[src/rtl/debounce_pkg.sv]
// Shared types and constants for the push-button conditioning path.
package debounce_pkg;

  typedef enum logic [1:0] {
    S_LOW      = 2'd0,
    S_LOW_CHK  = 2'd1,
    S_HIGH     = 2'd2,
    S_HIGH_CHK = 2'd3
  } db_state_t;

  localparam int unsigned DEFAULT_STABLE_CYCLES = 32'd54000;
  localparam int unsigned CLK_FREQ_HZ           = 32'd27_000_000;

  // Counter width for a stable-time qualifier; never below one bit.
  function automatic int unsigned cnt_width(input int unsigned cycles);
    return (cycles < 32'd2) ? 32'd1 : $clog2(cycles);
  endfunction

endpackage

[src/rtl/debounce_sync_sync_ff.sv]
// Multi-stage synchroniser for an asynchronous single-bit pin; q is the last stage.
module sync_ff #(
  parameter int unsigned STAGES = 32'd2
) (
  input  logic clk,
  input  logic rst,
  input  logic d,
  output logic q
);

  logic [STAGES-1:0] stage_q;

  always_ff @(posedge clk) begin
    if (rst) begin
      stage_q <= '0;
    end else begin
      stage_q <= {stage_q[STAGES-2:0], d};
    end
  end

  assign q = stage_q[STAGES-1];

endmodule

[src/rtl/debounce_sync.sv]
// Synchronises the raw button pin and accepts a new level only after it has
// held for STABLE_CYCLES consecutive clocks; emits one-cycle rise/fall strobes.
module debounce_sync
  import debounce_pkg::*;
#(
  parameter int unsigned STABLE_CYCLES = DEFAULT_STABLE_CYCLES,
  parameter int unsigned SYNC_STAGES   = 32'd2
) (
  input  logic clk,
  input  logic rst,
  input  logic pulsador,
  output logic btn_level,
  output logic btn_rise,
  output logic btn_fall
);

  localparam int unsigned CNT_W = cnt_width(STABLE_CYCLES);
  localparam logic [CNT_W-1:0] CNT_LAST = CNT_W'(STABLE_CYCLES - 32'd1);
  localparam logic [CNT_W-1:0] CNT_ONE  = CNT_W'(32'd1);

  logic             sync_s;
  db_state_t        state_q, state_d;
  logic [CNT_W-1:0] cnt_q, cnt_d;
  logic             level_q, level_d;
  logic             rise_q, rise_d;
  logic             fall_q, fall_d;

  sync_ff #(
    .STAGES(SYNC_STAGES)
  ) u_sync (
    .clk(clk),
    .rst(rst),
    .d  (pulsador),
    .q  (sync_s)
  );

  always_ff @(posedge clk) begin
    if (rst) begin
      state_q <= S_LOW;
      cnt_q   <= '0;
      level_q <= 1'b0;
      rise_q  <= 1'b0;
      fall_q  <= 1'b0;
    end else begin
      state_q <= state_d;
      cnt_q   <= cnt_d;
      level_q <= level_d;
      rise_q  <= rise_d;
      fall_q  <= fall_d;
    end
  end

  // The count includes the edge that first sees the opposite level, so the
  // check states accept when cnt already shows STABLE_CYCLES-1 prior samples.
  always_comb begin
    state_d = state_q;
    cnt_d   = cnt_q;
    level_d = level_q;
    rise_d  = 1'b0;
    fall_d  = 1'b0;
    case (state_q)
      S_LOW: begin
        if (sync_s) begin
          state_d = S_LOW_CHK;
          cnt_d   = CNT_ONE;
        end else begin
          cnt_d   = '0;
        end
      end
      S_LOW_CHK: begin
        if (!sync_s) begin
          state_d = S_LOW;
          cnt_d   = '0;
        end else if (cnt_q == CNT_LAST) begin
          state_d = S_HIGH;
          level_d = 1'b1;
          rise_d  = 1'b1;
          cnt_d   = '0;
        end else begin
          cnt_d   = cnt_q + CNT_ONE;
        end
      end
      S_HIGH: begin
        if (!sync_s) begin
          state_d = S_HIGH_CHK;
          cnt_d   = CNT_ONE;
        end else begin
          cnt_d   = '0;
        end
      end
      S_HIGH_CHK: begin
        if (sync_s) begin
          state_d = S_HIGH;
          cnt_d   = '0;
        end else if (cnt_q == CNT_LAST) begin
          state_d = S_LOW;
          level_d = 1'b0;
          fall_d  = 1'b1;
          cnt_d   = '0;
        end else begin
          cnt_d   = cnt_q + CNT_ONE;
        end
      end
      default: begin
        state_d = S_LOW;
        cnt_d   = '0;
        level_d = 1'b0;
      end
    endcase
  end

  assign btn_level = level_q;
  assign btn_rise  = rise_q;
  assign btn_fall  = fall_q;

endmodule

[config.mk]
export PLATFORM = sky130hd
export DESIGN_NAME = debounce_sync
export DESIGN_NICKNAME = d
export VERILOG_FILES = /design/src/rtl/debounce_pkg.sv /design/src/rtl/debounce_sync_sync_ff.sv /design/src/rtl/debounce_sync.sv
export SDC_FILE = /design/constraint.sdc
export NUM_CORES = 1
export LEC_CHECK = 0
export CORE_MARGIN = 8
export CORE_UTILIZATION = 40
export CTS_CLUSTER_SIZE = 30
export DETAILED_ROUTE_END_ITERATION = 8
export HOLD_SLACK_MARGIN = 0.12
export MAX_ROUTING_LAYER = met4
export SLEW_MARGIN = 20
export SYNTH_ARGS = -nofsm -noshare
export SYNTH_HDL_FRONTEND = slang
export SYNTH_SLANG_ARGS = --single-unit
[constraint.sdc]
create_clock -name clk -period 2.1 [get_ports clk]
set_clock_uncertainty 0.2 [all_clocks]
set_input_delay 0.21 -clock clk [delete_from_list [all_inputs] [get_ports clk]]
set_output_delay 0.21 -clock clk [all_outputs]
set_load 0.03 [all_outputs]
* After elaboration in Yosys (flattened, before gate mapping)
Cells that the tools add are included.
Word-level totals: input port bits 3, logic and storage cells 47, output and inout port bits 3, register bits 23
Operators by class: equality and inequality tests 12, reduce and logical (&&, ||, !) cells 6, bitwise operators 3, muxes and demuxes 19, $add $sub $neg 1
Operators with widths (count):
- case mux 16 bit (4 select lines) | 1
- 2-to-1 mux 16 bit | 3
- adder 16 x 1 -> 16 bit, second input constant | 1
- == test 16 bit, second input constant | 1
- 2-to-1 mux 2 bit | 6
- != test 2 bit, second input constant | 4
- case mux 2 bit (4 select lines) | 1
- 2-to-1 mux 1 bit | 7
- OR reduction 3 bit | 2
- AND reduction 5 bit | 1
- == test 2 bit, second input constant | 2
- != test 2 x 1 -> 1 bit, second input constant | 2
- AND reduction 4 bit | 1
- != test 3 x 2 -> 1 bit, second input constant | 1
- != test 3 bit, second input constant | 1
- NOT 1 bit | 3
- == test 2 x 1 -> 1 bit, second input constant | 1
- logical NOT 2 bit | 1
- case mux 1 bit (2 select lines) | 1
- nonzero test 2 bit | 1

* Logic depth before layout (Yosys ltp)
Gate-level depths: netlist of the first run.
depth after elaboration 4, gate-level depth with buffers 6, gate-level depth less buffers 5

* Cells and area by module
From an unflattened synthesis of the first run, not the netlist that was laid out.
Unflattened totals: cell total of the unflattened synthesis 104, area, all modules 970.9 um^2
Modules (own cells, without submodules):
- debounce_sync | instances 1, cells each 100, area an instance 918.4 um^2, sequential area each 420.4 um^2
- sync_ff | instances 1, cells each 4, area an instance 52.6 um^2, sequential area each 40.0 um^2

* Worst setup path after synthesis of the first run
No wires, ideal clock.
kind flip-flop to flip-flop, start reg cnt_q[4], end reg level_q (netlist: btn_level), arrival 1.871 ns, path slack -0.045 ns, path buffers 0, stages on the path, launching flop included 5, clock period less this slack 2.145 ns, path through dfxtp_1 or4b_4 or4_4 or3_1 a31oi_1
On the way: cells in the longest elaborated chain, start to end 3
Ends and longest elaborated chain:
- from (decl) | RTL line debounce_sync.sv:23 | logic [CNT_W-1:0] cnt_q, cnt_d;
- from (signal assigned) | RTL line debounce_sync.sv:46 | cnt_q <= cnt_d;
- == test 16 bit (*) | RTL line debounce_sync.sv:74, debounce_sync.sv:95
- != test 2 bit (no source line)
- AND reduction 5 bit (no source line) (*)
- to (signal assigned) | RTL line debounce_sync.sv:47 | level_q <= level_d;
- to (decl) | RTL line debounce_sync.sv:24 | logic level_q, level_d;
Every way passes the cells marked *; elsewhere a longest branch is shown, timed or not. A chain may end at the register's enable or synchronous reset.

* Worst setup path in the final report of the first run
Same ends and word-level chain as after synthesis.

==> reports/qor.csv, run 1 <==
metric,value,unit
drv.max_cap_violation_count,0,
combinationalPowerShare,3.2,%
leakage_power_figure,0.387,nW
preCtsSetupSlack,-0.00418,ns
yosys.area_share.adder,1.29,%
yosys.area_share.xor_xnor,11.7,%
finalWorstPathRequiredPeriod,2.04,ns
placement.io_buffers,5,
max_slew.worst_pin.slew,0.361,ns
reg2regPathDepth,4,
clock_power_share,30.4,%
grt_pass1_vias,740,
antenna_cells,0,
yosys.cell_types.count,29,
grt_start_max_net_pins,16,
avgSynthCellArea,9.17,um2
worst_setup_path_start_kind,flop,
post-route-period-util,97.1,%
number_of_buffers_inserted_by_post_cts_setup_repair,0,
worstSkewPairLatency,0.31,ns
synthMostInstantiatedCell,dfxtp_1,
post-layout-total-power,670,uW
1st_pass_router_iterations,4,
critical_path.max_fanout,3,
timing.final.max_slew_violations,0,
first_iter_violations,21,
globalplace.congestion,0.818,
mux_contribution_to_synthesized_area,0,%
netlist_instances,106,
clk_pin_slew,0.13,ns
antenna_violating_nets_post_route,0,
total_core_area,2390,um2
synth.top_cells.by_count,"23 x dfxtp_1, 15 x nor2_1, 7 x nand2_1, 7 x xor2_1",
synth_edf_count,0,
run_status,finished clean,
fillerInstances,232,
postSynth.topFlopCell,dfxtp_1,
tritoncts_clock_tree,done,
cts_made_buffers,3,
setup-violations-final,0,
post_drt_wl_per_cell,12.5,um
synth_top_family_by_area,simple AND/OR/NAND/NOR gates,
synth_nets,110,
clock-root-buffer,clkbuf_4,
post_drt_via_cell_ratio,5.17,
synth_largest_area_cell,dfxtp_1,
ctsHtreeMaxLevel,1,
rsz0062_at_grt,yes,
gr-total-overflow,0,
ir_drop,0.312,mV
clk_path_buf_depth,2,
wl,1930,um
grt.total_usage,9.99,%
initial_standard_cell_utilization_of_the_core,40.7,%
drt_drc_violations_left,0,
power-per-cell-area,571,nW/um2
seq_area_frac_synth,47.4,%
power.share.switching,21.8,%
post-synth-top-area-fraction,47.4,%
detailedPlacementHpwl,1310,um
synth-async-reset-ratio,0,%
cp_data_arrival_time,2.08,ns
flow.area_growth_from_synthesis,20.6,%
timing_hold_violations_final,0,
pwr-share-seq,66.4,%
layout_setup_ws,0.0613,ns
fp-row-count,18,
ys.warnings.count,0,
timing_worst_setup_path_type,flop to flop,
floorplan.die.height,65.3,um
worst_hold_path_type,input pin to flop,
synthSimpleGateAreaFrac,29.5,%
ys_ff_latch,23,
antenna_found_initial,0,
design.die.area,4260,um2
synth.top_cells.by_area,"dfxtp_1 47%, xor2_1 6.3%, nor2_1 5.8%",
cells_on_worst_hold_path,2,
critical_path.endpoint_type,flop,
cts.sinks,23,
share_of_post_route_cells_with_drive_strength_above_1,19.4,%
sw_pwr,146,uW
netlist_area,972,um2
slew_headroom,75.7,%
max_clock_freq,491,MHz
finalSetupTns,0,ns
cts_hold_buf,0,
io_pins,6,
grt_pass1_wl,3160,um
die_w,65.3,um
routed-via-count,796,
power.internal,523,uW
synth_compound_gate_area_share,7.85,%
required,2.15,ns
finish.net_count,129,
-- logic make-up after synthesis --
group	Yosys count
XOR/XNOR	13
AND/OR/NAND/NOR	52
flip-flops	23
buffers and inverters	5
AO/OA/AOI/OAI	12
adder cells (fa/ha/maj)	1
-- layout make-up --
cell class	count	area (um2)	area share [%]
repair buffers	15	125	10.7
inverters	3	11.3	0.961
clock buffers	3	22.5	1.92
clock inverters	1	5.00	0.427
multi-input cells	79	508	43.3
flip-flops and latches	23	463	39.5
well taps	30	37.5	3.20
-- power by group through the flow --
stage / combinational (mW) / clock, mW / sequential (mW)
global route: 0.0231 / 0.238 / 0.446
finish: 0.0215 / 0.203 / 0.445
floorplan: 0.00640 / 0 / 0.457
detailed placement: 0.0211 / 0 / 0.454
CTS: 0.0214 / 0.216 / 0.445
global placement: 0.0212 / 0 / 0.454
-- flip-flops by register name, summed over array words and instances (netlist names), named ones only --
| name | count |
|---|---|
| btn_level | 1 |
| cnt_q | 16 |
| btn_fall | 1 |
| btn_rise | 1 |
| state_q | 1 |
| u_sync.stage_q | 2 |
-- worst max-delay path: stages (launching register included) --
cell,delay [ns]
dfxtp_2,0.34
or4b_4,0.54
or4_4,0.43
or3_1,0.31
a31oi_1,0.16
-- placed cells by master (no fill, tap or decap), drive strengths merged, types with 3 or more instances in the layout --
master,Yosys,final
clkbuf,1,3
a21oi,3,3
nand2,7,7
nor3,4,4
inv,3,3
buf,1,10
o21ai,3,3
and4,3,3
nand4,3,3
clkdlybuf4s50,0,5
xor2,7,7
dfxtp,23,23
nand3,6,6
xnor2,6,6
nor2,15,15
-- path summary, 6_finish.rpt --
check        slack, ns                 to               from
max               0.06          btn_level           cnt_q[4]
min               0.25  u_sync.stage_q[0]           pulsador
max reg2reg       0.06          btn_level           cnt_q[4]
min reg2reg       0.26  u_sync.stage_q[1]  u_sync.stage_q[0]
-- repair_timing --
| item | CTS | global route |
|---|---|---|
| gates resized for setup | 2 | 3 |
| endpoints found under the setup margin | 1 | 19 |
| cloned | 0 | 1 |
| pin swaps | 3 | 3 |
-- per-layer routing --
| metal | part of all wire (%) | global-route usage, % |
|---|---|---|
| met5 | 0 | - |
| met4 | 2.9 | 8.72 |
| met3 | 3.4 | 2.89 |
| met2 | 46 | 15.1 |
| met1 | 48 | 10.4 |
-- through the flow --
stage               cell area, um2  utilization, %  cells  hold slack [ns]
floorplan                      972               -    106           0.0791
global placement              1120            47.1    149            0.221
detailed placement            1120            47.1    149            0.225
CTS                           1150            48.3    153            0.239
global route                  1170            49.1    154            0.243
finish                        1170            49.1    154            0.254
(Power assumes the default switching activity.)
==> run 2: changes to the inputs <==
- CORE_UTILIZATION: 40 -> 50
- PLACE_DENSITY: not set -> 0.72
==> run 2 against run 1 <==
  * Global-route usage increased by 2.3 points
  * Critical path depth did not move
  * Register-to-register slack about the same
  * Total power fell by 0.40%
  * Routed wire length is 10% higher
  * Sequential share of layout area grew 0.24 points
  * Worst hold slack improved by 0.0023 ns
  * Setup slack lost 0.011 ns
  * Via count up 5.2%
==> reports/qor.csv, run 2 (synthesized netlist as in run 1, its figures left out) <==
metric,value,unit,change
worst_setup_path_startpoint,cnt_q[11],,was cnt_q[4]
die_w,60.1,um,was 65.3 um
critical_path.endpoint_type,flop,,unchanged
clk_path_buf_depth,2,,unchanged
slew_headroom,72.3,%,was 75.7%
first_iter_violations,14,,was 21
grt_pass1_wl,3340,um,was 3160 um
io_pins,6,,unchanged
commonest_cells_after_routing_fill_and_taps_aside,"18 x dfxtp_1, 15 x nor2_1, 10 x buf_4, 7 x nand2_1, 7 x xor2_1",,"was 21 x dfxtp_1, 15 x nor2_1, 10 x buf_4, 7 x nand2_1, 7 x xor2_1"
post-route-period-util,97.6,%,was 97.1%
timing.final.max_slew_violations,0,,unchanged
largest_reg_flops,16,,unchanged
timing.critical_path.cells,or4b_4 -> or4_4 -> or3_1 -> a31oi_1,,unchanged
detailedPlacementHpwl,1350,um,was 1310 um
leakage_power_figure,0.386,nW,was 0.387 nW
design.die.area,3610,um2,was 4260 um2
fin_worst_hold_slack,0.256,ns,was 0.254 ns
antenna_violating_nets_post_route,0,,unchanged
finalWorstPathRequiredPeriod,2.05,ns,was 2.04 ns
wl,2120,um,was 1930 um
gr-total-overflow,0,,unchanged
initial_standard_cell_utilization_of_the_core,51.1,%,was 40.7%
sw_pwr,141,uW,was 146 uW
required,2.13,ns,was 2.15 ns
critical_path.max_fanout,3,,unchanged
layoutNonFillerInstCount,151,,was 154
1st_pass_router_iterations,4,,unchanged
combinationalPowerShare,3.3,%,was 3.2%
worst_r2r_startpoint,cnt_q[11],,was cnt_q[4]
ir_drop,0.400,mV,was 0.312 mV
clock-root-buffer,clkbuf_4,,unchanged
fp-row-count,16,,was 18
pwr-share-seq,66.6,%,was 66.4%
grt.total_usage,12.3,%,was 9.99%
cts_made_buffers,3,,unchanged
power-per-cell-area,568,nW/um2,was 571 nW/um2
top_delay_family_on_crit_path,simple AND/OR/NAND/NOR gates,,unchanged
max_slew.worst_pin.slew,0.413,ns,was 0.361 ns
most_frequent_standard_cell_in_the_layout_excluding_fill_and_tap_cells,dfxtp_1,,unchanged
drt_drc_violations_left,0,,unchanged
placement.io_buffers,5,,unchanged
post_drt_via_cell_ratio,5.54,,was 5.17
ctsHtreeMaxLevel,1,,unchanged
registers.top_by_ff_count,cnt_q,,unchanged
cts.sinks,23,,unchanged
timing_worst_setup_path_type,flop to flop,,unchanged
grt_start_max_net_pins,16,,unchanged
worstSkewPairLatency,0.30,ns,was 0.31 ns
timing_hold_violations_final,0,,unchanged
clk_pin_slew,0.13,ns,about the same
run_status,finished clean,,unchanged
floorplan.die.height,60.1,um,was 65.3 um
cp_data_arrival_time,2.08,ns,about the same
placed_cells,145,,was 149
preCtsSetupSlack,-0.00607,ns,was -0.00418 ns
max_stage_delay,0.53,ns,was 0.54 ns
path_buf_inv,0,,unchanged
tritoncts_clock_tree,done,,unchanged
power.share.switching,21.1,%,was 21.8%
post_drt_wl_per_cell,14.1,um,was 12.5 um
antenna_found_initial,0,,unchanged
clock_power_share,30.1,%,was 30.4%
fillerInstances,166,,was 232
worst_setup_path_start_kind,flop,,unchanged
worst_hold_path_type,input pin to flop,,unchanged
drv.max_cap_violation_count,0,,unchanged
routed-via-count,837,,was 796
setup-violations-final,0,,unchanged
flow.area_growth_from_synthesis,20.8,%,was 20.6%
grt_pass1_vias,795,,was 740
finish.net_count,129,,unchanged
max_clock_freq,488,MHz,was 491 MHz
globalplace.congestion,0.907,,was 0.818
layout_setup_ws,0.0500,ns,was 0.0613 ns
cp_slowest_cell,or4b_4,,unchanged
power.internal,526,uW,was 523 uW
reg.largest.list,"cnt_q (16), u_sync.stage_q (2)",,unchanged
cts_hold_buf,0,,unchanged
rsz0062_at_grt,yes,,unchanged
antenna_cells,0,,unchanged
worstHoldStart,pulsador,,unchanged
total_core_area,1900,um2,was 2390 um2
share_of_post_route_cells_with_drive_strength_above_1,21.0,%,was 19.4%
-- run 2: cell types whose count changed in the layout (fill, tap and decap cells not counted) --
cell | previous run | this run
clkinv_2 | 1 | 0
dfxtp_1 | 21 | 18
nand3_1 | 6 | 5
a211o_2 | 2 | 1
dfxtp_2 | 2 | 5
a211o_1 | 0 | 1
clkbuf_1 | 0 | 1
nand3_2 | 0 | 1
-- run 2: what timing repair did --
item / CTS / global route
pin swaps: 4 / 3
cloned: 0 / 1
setup endpoints to repair: 1 / 17
resized for setup: 3 / 5
setup buffers: 1 / 0
-- run 2: layout make-up --
class / instances / area [um2] / share of cell area [%]
clock buffer: 4 / 26.3 / 2.24
inverter: 3 / 11.3 / 0.958
multi-input combinational: 79 / 512 / 43.6
sequential: 23 / 467 / 39.7
tap: 27 / 33.8 / 2.88
timing repair buffer: 15 / 125 / 10.6
-- run 2: path summary, 6_finish.rpt --
path                            slack (ns)  depth (start not counted)                 to
worst min-delay path                  0.26                          2  u_sync.stage_q[0]
worst min register to register        0.26                          1  u_sync.stage_q[1]
worst max register to register        0.05                          4          btn_level
worst max-delay path                  0.05                          4          btn_level
-- run 2: layer usage --
metal | track usage, % | vias to the layer above | share of wire, %
met5 | - | - | 0
met4 | 8.84 | 0 | 2.1
met3 | 3.01 | 6 | 6.1
met2 | 19.8 | 28 | 48
met1 | 12.9 | 391 | 43
li1 | - | 412 | -
-- run 2: power by group through the flow --
stage,registers (mW),logic (mW),clock network [mW]
5_1_grt,0.445,0.0238,0.225
4_1_cts,0.444,0.0218,0.204
3_5_place_dp,0.454,0.0217,0
2_1_floorplan,0.457,0.00640,0
3_3_place_gp,0.454,0.0211,0
6_report,0.444,0.0222,0.201
-- run 2: per-stage QoR --
step	util (%)	area (um2)	TNS (ns)	power (mW)
floorplan	-	972	-0.405	0.463
global placement	58.5	1110	0	0.475
detailed placement	58.5	1110	-0.00607	0.476
CTS	60.5	1150	-0.0268	0.670
global route	61.8	1170	-0.0699	0.694
finish	61.8	1170	0	0.667
==> run 3: changes to the inputs <==
- CORE_UTILIZATION: 50 -> 37
- PLACE_DENSITY: 0.72 -> not set
==> run 3 against run 2 <==
  * Routed wire length shrank 17%
  * Maximum frequency grew 0.45%
  * Critical path type unchanged
  * Via count decreased by 9.2%
  * Total power up 1.2%
  * Critical endpoint unchanged
  * Core utilization decreased by 15 points
  * Cell count increased by 1.3%
==> reports/qor.csv, run 3 (synthesized netlist as in run 1, its figures left out) <==
metric,value,unit,change
clock-root-buffer,clkbuf_4,,unchanged
flow.area_growth_from_synthesis,19.3,%,was 20.8%
first_iter_violations,27,,was 14
globalplace.congestion,0.875,,was 0.907
registers.top_by_ff_count,cnt_q,,unchanged
path_buf_inv,0,,unchanged
power-per-cell-area,582,nW/um2,was 568 nW/um2
grt_pass1_wl,3130,um,was 3340 um
die_w,67.3,um,was 60.1 um
finish.instance_area,1160,um2,was 1170 um2
preCtsSetupSlack,-0.0509,ns,was -0.00607 ns
max_clock_freq,490,MHz,was 488 MHz
io_pins,6,,unchanged
wl,1770,um,was 2120 um
setup-violations-final,0,,unchanged
sw_pwr,149,uW,was 141 uW
required,2.14,ns,was 2.13 ns
placed_area,1120,um2,was 1110 um2
clk_path_buf_depth,2,,unchanged
timing.critical_path.cells,or4b_4 -> or4_4 -> or3_1 -> a31oi_1,,unchanged
detailedPlacementHpwl,1380,um,was 1350 um
routed-via-count,760,,was 837
drt_drc_violations_left,0,,unchanged
critical_path.max_fanout,3,,unchanged
drv.max_cap_violation_count,0,,unchanged
max_stage_delay,0.53,ns,about the same
most_frequent_standard_cell_in_the_layout_excluding_fill_and_tap_cells,dfxtp_1,,unchanged
slew_headroom,77.4,%,was 72.3%
placement.io_buffers,5,,unchanged
max_slew.worst_pin.slew,0.334,ns,was 0.413 ns
cts_hold_buf,0,,unchanged
floorplan.die.height,67.3,um,was 60.1 um
gr-total-overflow,0,,unchanged
antenna_violating_nets_post_route,0,,unchanged
critical_path.endpoint_type,flop,,unchanged
antenna_found_initial,0,,unchanged
rsz0062_at_grt,no,,was yes
cp_slowest_cell,or4b_4,,unchanged
cts.sinks,23,,unchanged
timing.final.max_slew_violations,0,,unchanged
share_of_post_route_cells_with_drive_strength_above_1,18.7,%,was 21.0%
tritoncts_clock_tree,done,,unchanged
cts_made_buffers,3,,unchanged
worstSkewPairLatency,0.32,ns,was 0.30 ns
worst_hold_path_type,input pin to flop,,unchanged
power.share.switching,22.2,%,was 21.1%
clk_pin_slew,0.13,ns,about the same
cp_data_arrival_time,2.08,ns,about the same
worst_setup_path_start_kind,flop,,unchanged
commonest_cells_after_routing_fill_and_taps_aside,"20 x dfxtp_1, 15 x nor2_1, 10 x buf_4, 7 x nand2_1, 7 x xor2_1",,"was 18 x dfxtp_1, 15 x nor2_1, 10 x buf_4, 7 x nand2_1, 7 x xor2_1"
top_delay_family_on_crit_path,simple AND/OR/NAND/NOR gates,,unchanged
design.die.area,4520,um2,was 3610 um2
run_status,finished clean,,unchanged
post-route-period-util,97.2,%,was 97.6%
largest_reg_flops,16,,unchanged
leakage_power_figure,0.383,nW,was 0.386 nW
grt_pass1_vias,693,,was 795
power.internal,525,uW,was 526 uW
layout_setup_ws,0.0592,ns,was 0.0500 ns
post_drt_via_cell_ratio,4.97,,was 5.54
finalSetupTns,0,ns,unchanged
finish.net_count,128,,was 129
timing_worst_setup_path_type,flop to flop,,unchanged
combinationalPowerShare,3.3,%,about the same
fp-row-count,18,,was 16
number_of_buffers_inserted_by_post_cts_setup_repair,0,,was 1
fin_worst_hold_slack,0.252,ns,was 0.256 ns
1st_pass_router_iterations,4,,unchanged
reg.largest.list,"cnt_q (16), u_sync.stage_q (2)",,unchanged
grt.total_usage,9.24,%,was 12.3%
total_core_area,2480,um2,was 1900 um2
post_drt_wl_per_cell,11.5,um,was 14.1 um
grt_start_max_net_pins,16,,unchanged
layoutNonFillerInstCount,153,,was 151
ctsHtreeMaxLevel,1,,unchanged
timing_hold_violations_final,0,,unchanged
clock_power_share,30.9,%,was 30.1%
finalWorstPathRequiredPeriod,2.04,ns,was 2.05 ns
initial_standard_cell_utilization_of_the_core,39.2,%,was 51.1%
pwr-share-seq,65.8,%,was 66.6%
placed_cells,149,,was 145
antenna_cells,0,,unchanged
ir_drop,0.580,mV,was 0.400 mV
-- run 3: through the flow --
| step | total power, mW | util, % |
|---|---|---|
| detailed placement | 0.476 | 45.4 |
| finish | 0.675 | 46.8 |
| floorplan | 0.463 | - |
| global route | 0.712 | 46.8 |
| CTS | 0.688 | 46.7 |
| global placement | 0.476 | 45.4 |
-- run 3: metal layers --
metal | share of wire, % | track usage, %
met5 | 0 | -
met4 | 0 | 2.35
met3 | 5.8 | 4.14
met2 | 48 | 14.9
met1 | 46 | 10.2
-- run 3: worst register-to-register path, cell delays in order (launching register included) --
cell and delay (ns):
dfxtp_1 0.34, or4b_4 0.53, or4_4 0.43, or3_1 0.32, a31oi_1 0.14
-- run 3: final timing paths --
check | start | to | slack (ns) | cells after the start
worst max register to register | cnt_q[4] | btn_level | 0.06 | 4
worst min register to register | u_sync.stage_q[0] | u_sync.stage_q[1] | 0.26 | 1
worst min-delay path | pulsador | u_sync.stage_q[0] | 0.25 | 2
worst max-delay path | cnt_q[4] | btn_level | 0.06 | 4
-- run 3: what timing repair did --
item	4_1_cts	5_1_grt
setup endpoints to repair	1	1
resized for setup	2	2
pin swaps	2	0
-- run 3: cell type report --
type / count / area, um2
Fill cell: 254 / 1320
Multi-Input combinational cell: 78 / 492
Timing Repair Buffer: 15 / 125
Tap cell: 30 / 37.5
Clock buffer: 3 / 22.5
Sequential cell: 23 / 464
Clock inverter: 1 / 7.51
Inverter: 3 / 11.3
-- run 3: power by group through the flow --
| stage | logic (mW) | registers [mW] | clock network, mW |
|---|---|---|---|
| floorplan | 0.00640 | 0.457 | 0 |
| global placement | 0.0221 | 0.454 | 0 |
| detailed placement | 0.0225 | 0.454 | 0 |
| CTS | 0.0227 | 0.444 | 0.221 |
| global route | 0.0248 | 0.446 | 0.242 |
| finish | 0.0223 | 0.444 | 0.209 |
